## src/rtl/mips_wb_pkg.sv

```systemverilog
// Shared types and constants for the MEM/WB writeback stage.
package mips_wb_pkg;

   localparam int WB_DATA_W = 32;
   localparam int WB_REG_AW = 5;

   localparam logic [1:0] LD_BYTE = 2'b00;
   localparam logic [1:0] LD_HALF = 2'b01;
   localparam logic [1:0] LD_WORD = 2'b10;

   typedef enum logic [1:0] {
      IDLE     = 2'b00,
      COMMIT   = 2'b01,
      WAIT_MEM = 2'b10,
      DRAIN    = 2'b11
   } wb_state_t;

   // Load attributes held while the data-memory read is outstanding.
   typedef struct packed {
      logic [1:0] size;
      logic [1:0] off;
      logic       uns;
   } ld_fmt_t;

endpackage

```

## src/rtl/load_formatter.sv

```systemverilog
// Combinational sub-word load lane select and sign/zero extension.
// Compiled only when WB_SUBWORD_EN is defined.
`ifdef WB_SUBWORD_EN
module load_formatter
   import mips_wb_pkg::*;
#(
   parameter int DATA_W = WB_DATA_W
) (
   input  logic [DATA_W-1:0] rdata_i,
   input  logic [1:0]        off_i,
   input  logic [1:0]        size_i,
   input  logic              unsigned_i,
   output logic [DATA_W-1:0] data_o
);

   logic [7:0]  byte_lane;
   logic [15:0] half_lane;

   assign byte_lane = rdata_i[{off_i, 3'b000} +: 8];
   assign half_lane = rdata_i[{off_i[1], 4'b0000} +: 16];

   always_comb begin
      // NOTE: assigning a default before the case keeps every path driven, so no latch is inferred.
      data_o = rdata_i;
      case (size_i)
         LD_BYTE: data_o = {{(DATA_W-8){byte_lane[7] & ~unsigned_i}}, byte_lane};
         LD_HALF: data_o = {{(DATA_W-16){half_lane[15] & ~unsigned_i}}, half_lane};
         default: data_o = rdata_i;
      endcase
   end

endmodule
`endif

```

## src/rtl/writeback_stage.sv

```systemverilog
// MEM/WB stage driving the register-bank write port from the ALU result or returned load data.
// Define WB_SUBWORD_EN to format byte/half loads; otherwise loads write mem_rdata unchanged.
module writeback_stage
   import mips_wb_pkg::*;
#(
   parameter int DATA_W = WB_DATA_W,
   parameter int REG_AW = WB_REG_AW
) (
   input  logic              clk,
   input  logic              rst,
   input  logic              in_valid,
   output logic              in_ready,
   input  logic              in_regwrite,
   input  logic              in_memtoreg,
   input  logic [REG_AW-1:0] in_waddr,
   input  logic [DATA_W-1:0] in_alu_result,
   input  logic [1:0]        in_ld_size,
   input  logic              in_ld_unsigned,
   input  logic              mem_rvalid,
   input  logic [DATA_W-1:0] mem_rdata,
   input  logic              flush,
   output logic [DATA_W-1:0] wrData,
   output logic [REG_AW-1:0] wAddr,
   output logic              regWriteFlag,
   output logic              busy,
   output logic              err_unexp
);

   wb_state_t         state_q, state_d;
   logic [DATA_W-1:0] wdata_q, wdata_d;
   logic [REG_AW-1:0] waddr_q, waddr_d;
   logic              wen_q, wen_d;
   logic              err_q, err_d;
   logic [REG_AW-1:0] ld_waddr_q, ld_waddr_d;
   logic              ld_we_q, ld_we_d;
   logic [DATA_W-1:0] ld_data;
   logic              can_accept, accept;

`ifdef WB_SUBWORD_EN
   ld_fmt_t ld_fmt_q, ld_fmt_d;

   load_formatter #(.DATA_W(DATA_W)) u_load_formatter (
      .rdata_i    (mem_rdata),
      .off_i      (ld_fmt_q.off),
      .size_i     (ld_fmt_q.size),
      .unsigned_i (ld_fmt_q.uns),
      .data_o     (ld_data)
   );
`else
   logic unused_ld_cfg;

   assign ld_data       = mem_rdata;
   assign unused_ld_cfg = ^{in_ld_size, in_ld_unsigned};
`endif

   assign can_accept   = (state_q == IDLE) || (state_q == COMMIT);
   assign in_ready     = !rst && can_accept;
   assign accept       = in_valid && in_ready && !flush;
   assign wrData       = wdata_q;
   assign wAddr        = waddr_q;
   assign regWriteFlag = wen_q;
   assign busy         = (state_q != IDLE);
   assign err_unexp    = err_q;

   always_comb begin
      state_d    = state_q;
      wdata_d    = wdata_q;
      waddr_d    = waddr_q;
      wen_d      = 1'b0;
      err_d      = err_q;
      ld_waddr_d = ld_waddr_q;
      ld_we_d    = ld_we_q;
`ifdef WB_SUBWORD_EN
      ld_fmt_d   = ld_fmt_q;
`endif

      if (mem_rvalid && can_accept) err_d = 1'b1;

      case (state_q)
         IDLE, COMMIT: begin
            state_d = IDLE;
            if (accept && in_memtoreg) begin
               state_d    = WAIT_MEM;
               ld_waddr_d = in_waddr;
               ld_we_d    = in_regwrite;
`ifdef WB_SUBWORD_EN
               ld_fmt_d   = '{size: in_ld_size, off: in_alu_result[1:0], uns: in_ld_unsigned};
`endif
            end else if (accept) begin
               state_d = COMMIT;
               wdata_d = in_alu_result;
               waddr_d = in_waddr;
               wen_d   = in_regwrite && (in_waddr != '0);
            end
         end
         WAIT_MEM: begin
            // A flushed load still owes a response; DRAIN swallows it unless it lands now.
            if (flush) begin
               state_d = mem_rvalid ? IDLE : DRAIN;
            end else if (mem_rvalid) begin
               state_d = COMMIT;
               wdata_d = ld_data;
               waddr_d = ld_waddr_q;
               wen_d   = ld_we_q && (ld_waddr_q != '0);
            end
         end
         DRAIN: begin
            if (mem_rvalid) state_d = IDLE;
         end
         default: state_d = IDLE;
      endcase
   end

   always_ff @(posedge clk or posedge rst) begin
      if (rst) begin
         // NOTE: sequential state uses non-blocking assignments so every register samples pre-edge values.
         state_q    <= IDLE;
         wdata_q    <= '0;
         waddr_q    <= '0;
         wen_q      <= 1'b0;
         err_q      <= 1'b0;
         ld_waddr_q <= '0;
         ld_we_q    <= 1'b0;
`ifdef WB_SUBWORD_EN
         ld_fmt_q   <= '0;
`endif
      end else begin
         state_q    <= state_d;
         wdata_q    <= wdata_d;
         waddr_q    <= waddr_d;
         wen_q      <= wen_d;
         err_q      <= err_d;
         ld_waddr_q <= ld_waddr_d;
         ld_we_q    <= ld_we_d;
`ifdef WB_SUBWORD_EN
         ld_fmt_q   <= ld_fmt_d;
`endif
      end
   end

endmodule

```

## config.mk

```make
export PLATFORM = sky130hd
export DESIGN_NAME = writeback_stage
export DESIGN_NICKNAME = d
export VERILOG_FILES = /design/src/rtl/mips_wb_pkg.sv /design/src/rtl/load_formatter.sv /design/src/rtl/writeback_stage.sv
export SDC_FILE = /design/constraint.sdc
export NUM_CORES = 1
export LEC_CHECK = 0
export ABC_CLOCK_PERIOD_IN_PS = 1800
export CORE_MARGIN = 3
export CORE_UTILIZATION = 37
export CTS_BUF_LIST = sky130_fd_sc_hd__clkbuf_4
export DETAILED_ROUTE_END_ITERATION = 10
export PLACE_DENSITY = 0.79
export SLEW_MARGIN = 20
export SYNTH_ARGS = -nofsm -noshare
export SYNTH_HDL_FRONTEND = slang
export SYNTH_HIERARCHICAL = 1
export SYNTH_SLANG_ARGS = --single-unit
```

## constraint.sdc

```tcl
create_clock -name clk -period 1.8 [get_ports clk]
set_input_delay 0.27 -clock clk [delete_from_list [all_inputs] [get_ports clk]]
set_output_delay 0.27 -clock clk [all_outputs]
set_load 0.01 [all_outputs]
```

* Word-level counts from Yosys, hierarchy flattened *
Index checks and enable logic that the tools add are counted.

word-level totals
  register bits = 47
  logic and storage cells = 57
  output and inout bits = 41
  bits of input ports = 79

cells by class
  reductions and logical operators = 19
  muxes and demuxes = 22
  equality and inequality tests = 9

operators with widths
  cell                count
  $mux 32             4
  $pmux 32 s2         1
  $mux 5              4
  $mux 2              5
  $ne 2x2->1 const B  5
  $pmux 5 s2          1
  $reduce_bool 5->1   2
  $logic_and 1x1->1   7
  $pmux 2 s3          1
  $mux 1              5
  $reduce_and 5->1    1
  $eq 2x2->1 const B  2
  $reduce_and 2->1    2
  $reduce_bool 2->1   2
  $ne 3x3->1 const B  1
  $eq 2x1->1 const B  1
  $logic_not 1->1     2
  $logic_not 2->1     1
  $pmux 1 s2          1
  $reduce_or 2->1     1
  $logic_or 1x1->1    1

* Longest topological paths before layout *
Gate-level depths: netlist of the first run.

  depth in word-level cells = 8
  gate-level depth with buffers = 5
  gate-level depth less buffers = 3

* Least setup slack after synthesis of the first run *
OpenSTA, ideal clock, no wires.

  kind = reg-to-reg
  start = reg state_q[1]
  end = reg waddr_q[0] (netlist: wAddr[0])
  arrival = 1,719 ps
  stages on the path, launching flop included = 5
  path slack = -44 ps
  required time = 1,675 ps
  cell sequence = dfrtp_1 > or4b_4 > o2bb2ai_4 > buf_6 > mux2_2

between the ends
  cells in the longest elaborated chain, start to end = 8
  elaborated cells on any way between the ends = 16
  those cells by class = eq/ne: 6; mux: 1; reduce/logical: 9

ends and longest elaborated chain
  item                                                  line                                          source
  start: declaration                                    writeback_stage.sv:29                         wb_state_t state_q, state_d;
  start signal: assignment                              writeback_stage.sv:128                        state_q <= state_d;
  $eq 2x1->1 / $logic_not 2->1 (equally long branches)  writeback_stage.sv:56, writeback_stage.sv:79
  $logic_or 1x1->1                                      writeback_stage.sv:56                         assign can_accept = (state_q == IDLE) || (state_q == COMMIT);
  $logic_and 1x1->1                                     writeback_stage.sv:57                         assign in_ready = !rst && can_accept;
  $logic_and 1x1->1 (2 in series)                       writeback_stage.sv:58                         assign accept = in_valid && in_ready && !flush;
  $logic_and 1x1->1                                     writeback_stage.sv:82                         if (accept && in_memtoreg) begin
  $ne 2x2->1 (no line)                                  n/a
  $reduce_and 5->1 (no line)                            n/a
  end signal: assignment                                writeback_stage.sv:130                        waddr_q <= waddr_d;
  end: declaration                                      writeback_stage.sv:31                         logic [REG_AW-1:0] waddr_q, waddr_d;

Several ways; a longest one is shown, not always the timed one.
A chain may end at the register's enable or synchronous reset.

* Worst setup path after layout of the first run *
  start = reg state_q[1]
  end = reg wdata_q[6] (netlist: wrData[6])

between the ends
  cells in the longest elaborated chain, start to end = 8
  elaborated cells on any way between the ends = 16
  those cells by class = eq/ne: 6; mux: 1; reduce/logical: 9

ends and longest elaborated chain
  item                                                  line                                          source
  $eq 2x1->1 / $logic_not 2->1 (equally long branches)  writeback_stage.sv:56, writeback_stage.sv:79
  $logic_or 1x1->1                                      writeback_stage.sv:56
  $logic_and 1x1->1                                     writeback_stage.sv:57
  $logic_and 1x1->1 (2 in series)                       writeback_stage.sv:58
  $logic_and 1x1->1                                     writeback_stage.sv:82
  $ne 2x2->1 (no line)                                  n/a
  $reduce_and 5->1 (no line)                            n/a
  end signal: assignment                                writeback_stage.sv:129                        wdata_q <= wdata_d;
  end: declaration                                      writeback_stage.sv:30                         logic [DATA_W-1:0] wdata_q, wdata_d;

Several ways; a longest one is shown, not always the timed one.

==> metrics, run 1 <==
first-pass GRT wire length 8800 um; WP buf/inv 1; Setup Skew 0.0130 ns; Residual DRC 0; Seq/Total Area, Yosys 51.6%; RR Startpoint state_q[1]$_DFFE_PP0P_; Core Util, Final 64.4%; switching power 0.947 mW; Vias/cell 4.81; # setup viols final 0; die extent in x 84.5 um; initial antenna violation count 0; Crit path arrival time 2.03 ns; capturing point of the worst reg2reg path wrData[6]$_DFFE_PP0P_; synth unique cells 19; Avg Cell Area, Syn 14.8 um^2; clk sinks 47; Longest Clk Path Bufs 2; Critical Path Sink Type flop; Max FO, Critical Path 21; Int Pwr 2.44 mW; Die Area 7140 um^2; Hold WC Path Type in2async; diode count 0; flop2flop setup slack 0.02 ns; Least-Margin Pin Slew 0.319 ns; fin area 3700 um^2; I/O Buffers 116; final wirelength 5410 um; Max VDD drop 555 uV; CORE AREA 5740 um^2; Placed Area 3630 um^2; Syn Inst Count 154; vias 1723; Reg2Reg Depth 4; hold buffers post-CTS 0; Sw Ratio 27.9%; Setup TNS Final 0 ns; clock latency on the worst-skew pair 0.36 ns; worst path cell trace or4b_4 > o2bb2ai_4 > buf_12 > mux2_2; routability cong. 0.682; Leak 1.49 nW; HPWL Detailed 4360 um; Final Cycle Share 99.1%; Syn Nets 233; Filler cells 460; wire length per cell 15.1 um; Slew HR 78.7%; Top Family by Delay on Critical Path simple AND/OR/NAND/NOR gates; Worst EP required 2.05 ns; largest net degree at the start of global routing 26; H-tree depth 2; flops & latches, synth 47; Slew Limit Fails 0; CTS tree built; Fin Hold WS 0.404 ns; vias in the first global route 1897; I/O Pins 120; status complete, no violations; share of cells above drive strength 1 37.4%; Power Density 917 nW/um^2; Area Growth Syn to Fin 62.3%; startpoint types flop; Die Ht 84.5 um; Worst-path clk slew 0.14 ns; CP max stage cell or4b_4; WS Path Type reg2reg; Final Critical Period 1.78 ns; Post-Synthesis Cell Area 2280 um^2; remaining global-route overflow 0; MaxCap Viol Count 0; Root Buffer clkbuf_4; fin nets 364; final number of hold-violating endpoints 0; Core Rows 27; Clock Power Share 14.5%; Routed Antenna Nets 0; sequential power share 44.8%; RSZ-0062 raised after global routing true; Max Freq 0.561 GHz; drt pass-1 iters 3; Iter 0 DRT Violations 25; number of buffers created by CTS 5; GRT Util Overall 15.3%; CP peak stage delay 0.51 ns; Initial Util 39.7%; YS warnings 6; logic gate share of total power 40.7%
tightest hold or removal path, delay by kind of cell:
kind / cells / cell delay [ns]
buffers and inverters: 4 / 0.90
worst max-delay path by stage:
stage,start,end,slack [ns],cells after the start
finish,state_q[1]$_DFFE_PP0P_,wrData[6]$_DFFE_PP0P_,0.02,4
detailed placement,rst,wrData[6]$_DFFE_PP0P_,-0.39,5
global route,state_q[1]$_DFFE_PP0P_,wrData[1]$_DFFE_PP0P_,-0.03,4
CTS,state_q[1]$_DFFE_PP0P_,wrData[6]$_DFFE_PP0P_,0.007,4
floorplan,state_q[1]$_DFFE_PP0P_,wAddr[0]$_DFFE_PP0P_,-0.02,4
global placement,flush,wrData[15]$_DFFE_PP0P_,-0.34,5
stage by stage:
| stage | cells | setup slack [ns] | power, mW |
|---|---|---|---|
| 4_1_cts | 358 | 0.00687 | 3.44 |
| 3_5_place_dp | 350 | -0.388 | 2.94 |
| 5_1_grt | 358 | -0.0256 | 3.60 |
| 6_report | 358 | 0.0169 | 3.39 |
| 2_1_floorplan | 154 | -0.0162 | 2.08 |
| 3_3_place_gp | 350 | -0.340 | 2.90 |
cells in the mapped netlist:
library cell | number | share of area, %
clkbuf_1 | 1 | 0.16
o22ai_1 | 1 | 0.27
dfrtp_1 | 47 | 52
o2bb2ai_4 | 1 | 1.2
or2_2 | 1 | 0.27
o32ai_1 | 1 | 0.38
a21o_1 | 1 | 0.33
buf_6 | 3 | 1.5
buf_2 | 3 | 0.66
nor2b_1 | 2 | 0.55
mux2_2 | 80 | 40
nand3_1 | 1 | 0.22
nor2_1 | 3 | 0.49
or4b_4 | 1 | 0.60
nand4b_1 | 1 | 0.38
xor2_1 | 1 | 0.38
o21ai_0 | 2 | 0.44
inv_1 | 2 | 0.33
or4_1 | 2 | 0.66
flip-flops by register name (all words and copies together) (netlist names):
name and count:
err_unexp 1, ld_waddr_q 5, ld_we_q 1, regWriteFlag 1
state_q 2, wAddr 5, wrData 32
layer usage:
metal / vias up / part of all wire, % / global-route usage [%]
met3: 7 / 7.9 / 4.22
met1: 833 / 40 / 17.5
met5: - / 0 / 0
met4: 0 / 1.5 / 5.18
met2: 65 / 50 / 27.5
li1: 818 / - / -
what timing repair did:
action	4_1_cts	5_1_grt
buffers inserted	0	0
endpoints found under the hold margin	0	0
pin swaps	1	0
cloned	0	0
gates resized for setup	2	3
endpoints found under the setup margin	14	23
layout by cell type (no fill, tap or decap), types with 2 or more instances in the layout:
| cell type | netlist | final |
|---|---|---|
| buf_12 | 0 | 3 |
| dfrtp_1 | 47 | 47 |
| mux2_2 | 80 | 78 |
| or4_1 | 2 | 2 |
| buf_4 | 0 | 12 |
| o21ai_0 | 2 | 2 |
| clkbuf_4 | 0 | 5 |
| nor2_1 | 3 | 3 |
| clkdlybuf4s50_1 | 0 | 114 |
| mux2_4 | 0 | 2 |
power by group through the flow:
| stage | clock (mW) | sequential (mW) | combinational [mW] |
|---|---|---|---|
| 5_1_grt | 0.566 | 1.57 | 1.47 |
| 4_1_cts | 0.519 | 1.52 | 1.40 |
| 3_3_place_gp | 0 | 1.53 | 1.37 |
| 6_report | 0.492 | 1.52 | 1.38 |
| 3_5_place_dp | 0 | 1.55 | 1.40 |
| 2_1_floorplan | 0 | 1.66 | 0.421 |
layout make-up:
type | count | area, um^2 | area share (%)
Multi-Input combinational cell | 98 | 1060 | 28.6
Clock inverter | 3 | 20.0 | 0.541
Timing Repair Buffer | 131 | 1310 | 35.4
Inverter | 2 | 7.51 | 0.203
Tap cell | 72 | 90.1 | 2.44
Sequential cell | 47 | 1180 | 31.8
Clock buffer | 5 | 37.5 | 1.01
logic make-up after synthesis:
| logic type | count (synthesis) | share of synthesized area [%] |
|---|---|---|
| buffers and inverters | 9 | 2.64 |
| AO/OA/AOI/OAI | 6 | 2.64 |
| flip-flops | 47 | 51.6 |
| multiplexers | 80 | 39.5 |
| AND/OR/NAND/NOR | 11 | 3.18 |
| XOR/XNOR | 1 | 0.384 |
Power figures use the tool's default switching activity.
==> run 2, diff against run 1 <==
--- a/config.mk
+++ b/config.mk
@@ -8,7 +8,7 @@
 export ABC_CLOCK_PERIOD_IN_PS = 1800
 export CORE_MARGIN = 3
 export CORE_UTILIZATION = 37
-export CTS_BUF_LIST = sky130_fd_sc_hd__clkbuf_4
+export CTS_BUF_LIST = sky130_fd_sc_hd__clkbuf_2
 export DETAILED_ROUTE_END_ITERATION = 10
 export PLACE_DENSITY = 0.79
 export SLEW_MARGIN = 20
==> metrics, run 2 (same netlist as run 1, synthesis figures left out) <==
wire length per cell 15.2 um (was 15.1 um); Max Freq 0.560 GHz (was 0.561 GHz); status complete, no violations (unchanged); Worst EP required 2.11 ns (was 2.05 ns); WS Path Type reg2reg (unchanged); Core Util, Final 64.2% (was 64.4%); number of buffers created by CTS 5 (unchanged); vias in the first global route 1893 (was 1897); CORE AREA 5740 um^2 (unchanged); Setup TNS Final 0 ns (unchanged); largest net degree at the start of global routing 26 (unchanged); placed insts 350 (unchanged); Max VDD drop 516 uV (was 555 uV); Core Rows 27 (unchanged); HPWL Detailed 4360 um (unchanged); hold buffers post-CTS 0 (unchanged); # setup viols final 0 (unchanged); remaining global-route overflow 0 (unchanged); clk sinks 47 (unchanged); non-filler cells, final 358 (unchanged); initial antenna violation count 0 (unchanged); startpoint types flop (unchanged); Final Cycle Share 99.3% (was 99.1%); CTS tree built (unchanged); Least-Margin Pin Slew 0.317 ns (was 0.319 ns); share of cells above drive strength 1 37.8% (was 37.4%); commonest non-fill, non-tap cell in the layout clkdlybuf4s50_1 (unchanged); Initial Util 39.7% (unchanged); capturing point of the worst reg2reg path wrData[8]$_DFFE_PP0P_ (was wrData[6]$_DFFE_PP0P_); Filler cells 460 (unchanged); Placed Area 3630 um^2 (unchanged); Hold WC Path Type in2async (unchanged); Routed Antenna Nets 0 (unchanged); MaxCap Viol Count 0 (unchanged); Reg2Reg Depth 4 (unchanged); fin nets 364 (unchanged); vias 1728 (was 1723); drt pass-1 iters 2 (was 3); routability cong. 0.682 (unchanged); diode count 0 (unchanged); critical path startpoint state_q[1]$_DFFE_PP0P_ (unchanged); clock latency on the worst-skew pair 0.41 ns (was 0.36 ns); Area Growth Syn to Fin 61.8% (was 62.3%); H-tree depth 2 (unchanged); Critical Path Sink Type flop (unchanged); number of flip-flops under the largest register name 32 (unchanged); Fin Hold WS 0.328 ns (was 0.404 ns); Die Ht 84.5 um (unchanged); Max FO, Critical Path 21 (unchanged); RR Startpoint state_q[1]$_DFFE_PP0P_ (unchanged); Crit path arrival time 2.10 ns (was 2.03 ns); Vias/cell 4.83 (was 4.81); Leak 1.49 nW (about the same); commonest non-fill, non-tap cells in the layout 114 x clkdlybuf4s50_1, 77 x mux2_2, 47 x dfrtp_1 (was 114 x clkdlybuf4s50_1, 78 x mux2_2, 47 x dfrtp_1); final number of hold-violating endpoints 0 (unchanged); Setup Skew 0.0218 ns (was 0.0130 ns); Root Buffer clkbuf_2 (was clkbuf_4); final wirelength 5440 um (was 5410 um); Slew HR 78.9% (was 78.7%); flop2flop setup slack 0.01 ns (was 0.02 ns); first-pass GRT wire length 8830 um (was 8800 um); Longest Clk Path Bufs 2 (unchanged); I/O Pins 120 (unchanged); Die Area 7140 um^2 (unchanged); Iter 0 DRT Violations 35 (was 25); Residual DRC 0 (unchanged); GRT Util Overall 15.2% (was 15.3%); die extent in x 84.5 um (unchanged); Power Density 904 nW/um^2 (was 917 nW/um^2); Worst setup endpoint wrData[8]$_DFFE_PP0P_ (was wrData[6]$_DFFE_PP0P_); Final Critical Period 1.79 ns (was 1.78 ns); Worst-path clk slew 0.25 ns (was 0.14 ns); I/O Buffers 116 (unchanged); Slew Limit Fails 0 (unchanged); RSZ-0062 raised after global routing true (unchanged); fin area 3690 um^2 (was 3700 um^2)
[run 2: worst min path at each step]
| stage | startpoint | to | slack [ns] | cells after the start |
|---|---|---|---|---|
| 5_1_grt | rst | wrData[20]$_DFFE_PP0P_ | 0.33 | 4 |
| 6_report | rst | wrData[20]$_DFFE_PP0P_ | 0.33 | 4 |
| 3_3_place_gp | err_unexp$_DFFE_PP0P_ | err_unexp$_DFFE_PP0P_ | 0.44 | 1 |
| 2_1_floorplan | mem_rvalid | state_q[1]$_DFFE_PP0P_ | 0.37 | 1 |
| 4_1_cts | rst | wrData[21]$_DFFE_PP0P_ | 0.30 | 4 |
| 3_5_place_dp | err_unexp$_DFFE_PP0P_ | err_unexp$_DFFE_PP0P_ | 0.45 | 1 |
[run 2: cell type report]
class | instances | area [um^2] | area share [%]
Inverter | 2 | 7.51 | 0.204
Multi-Input combinational cell | 98 | 1060 | 28.8
Sequential cell | 47 | 1180 | 31.9
Timing Repair Buffer | 131 | 1310 | 35.4
Clock inverter | 3 | 20.0 | 0.543
Tap cell | 72 | 90.1 | 2.44
Clock buffer | 5 | 25.0 | 0.679
[run 2: power by group]
group	switching [mW]	internal (mW)	total, mW
Clock	0.334	0.0935	0.428
Sequential	0.160	1.36	1.52
Combinational	0.448	0.938	1.39
Total	0.942	2.39	3.33
[run 2: per-stage QoR]
stage,setup slack (ns),power (mW)
floorplan,-0.0162,2.08
global placement,-0.340,2.90
detailed placement,-0.388,2.94
CTS,0.00391,3.38
global route,-0.0274,3.55
finish,0.0133,3.33
[run 2: critical path: stages, from the launching register on]
cell       delay, ns
dfrtp_1         0.43
or4b_4          0.51
o2bb2ai_4       0.21
buf_12          0.20
mux2_2          0.35
[run 2: metal layers]
metal	wire [um]	vias to the layer above	track usage [%]
met5	0	-	0
met4	48	0	4.32
met3	420	5	4.22
met2	2810	66	27.3
met1	2150	838	17.8
li1	-	819	-
[run 2: what timing repair did]
item	4_1_cts	5_1_grt
setup endpoints to repair	17	23
pin swaps	1	0
setup buffers	0	0
resized for setup	6	3
gates cloned	0	0
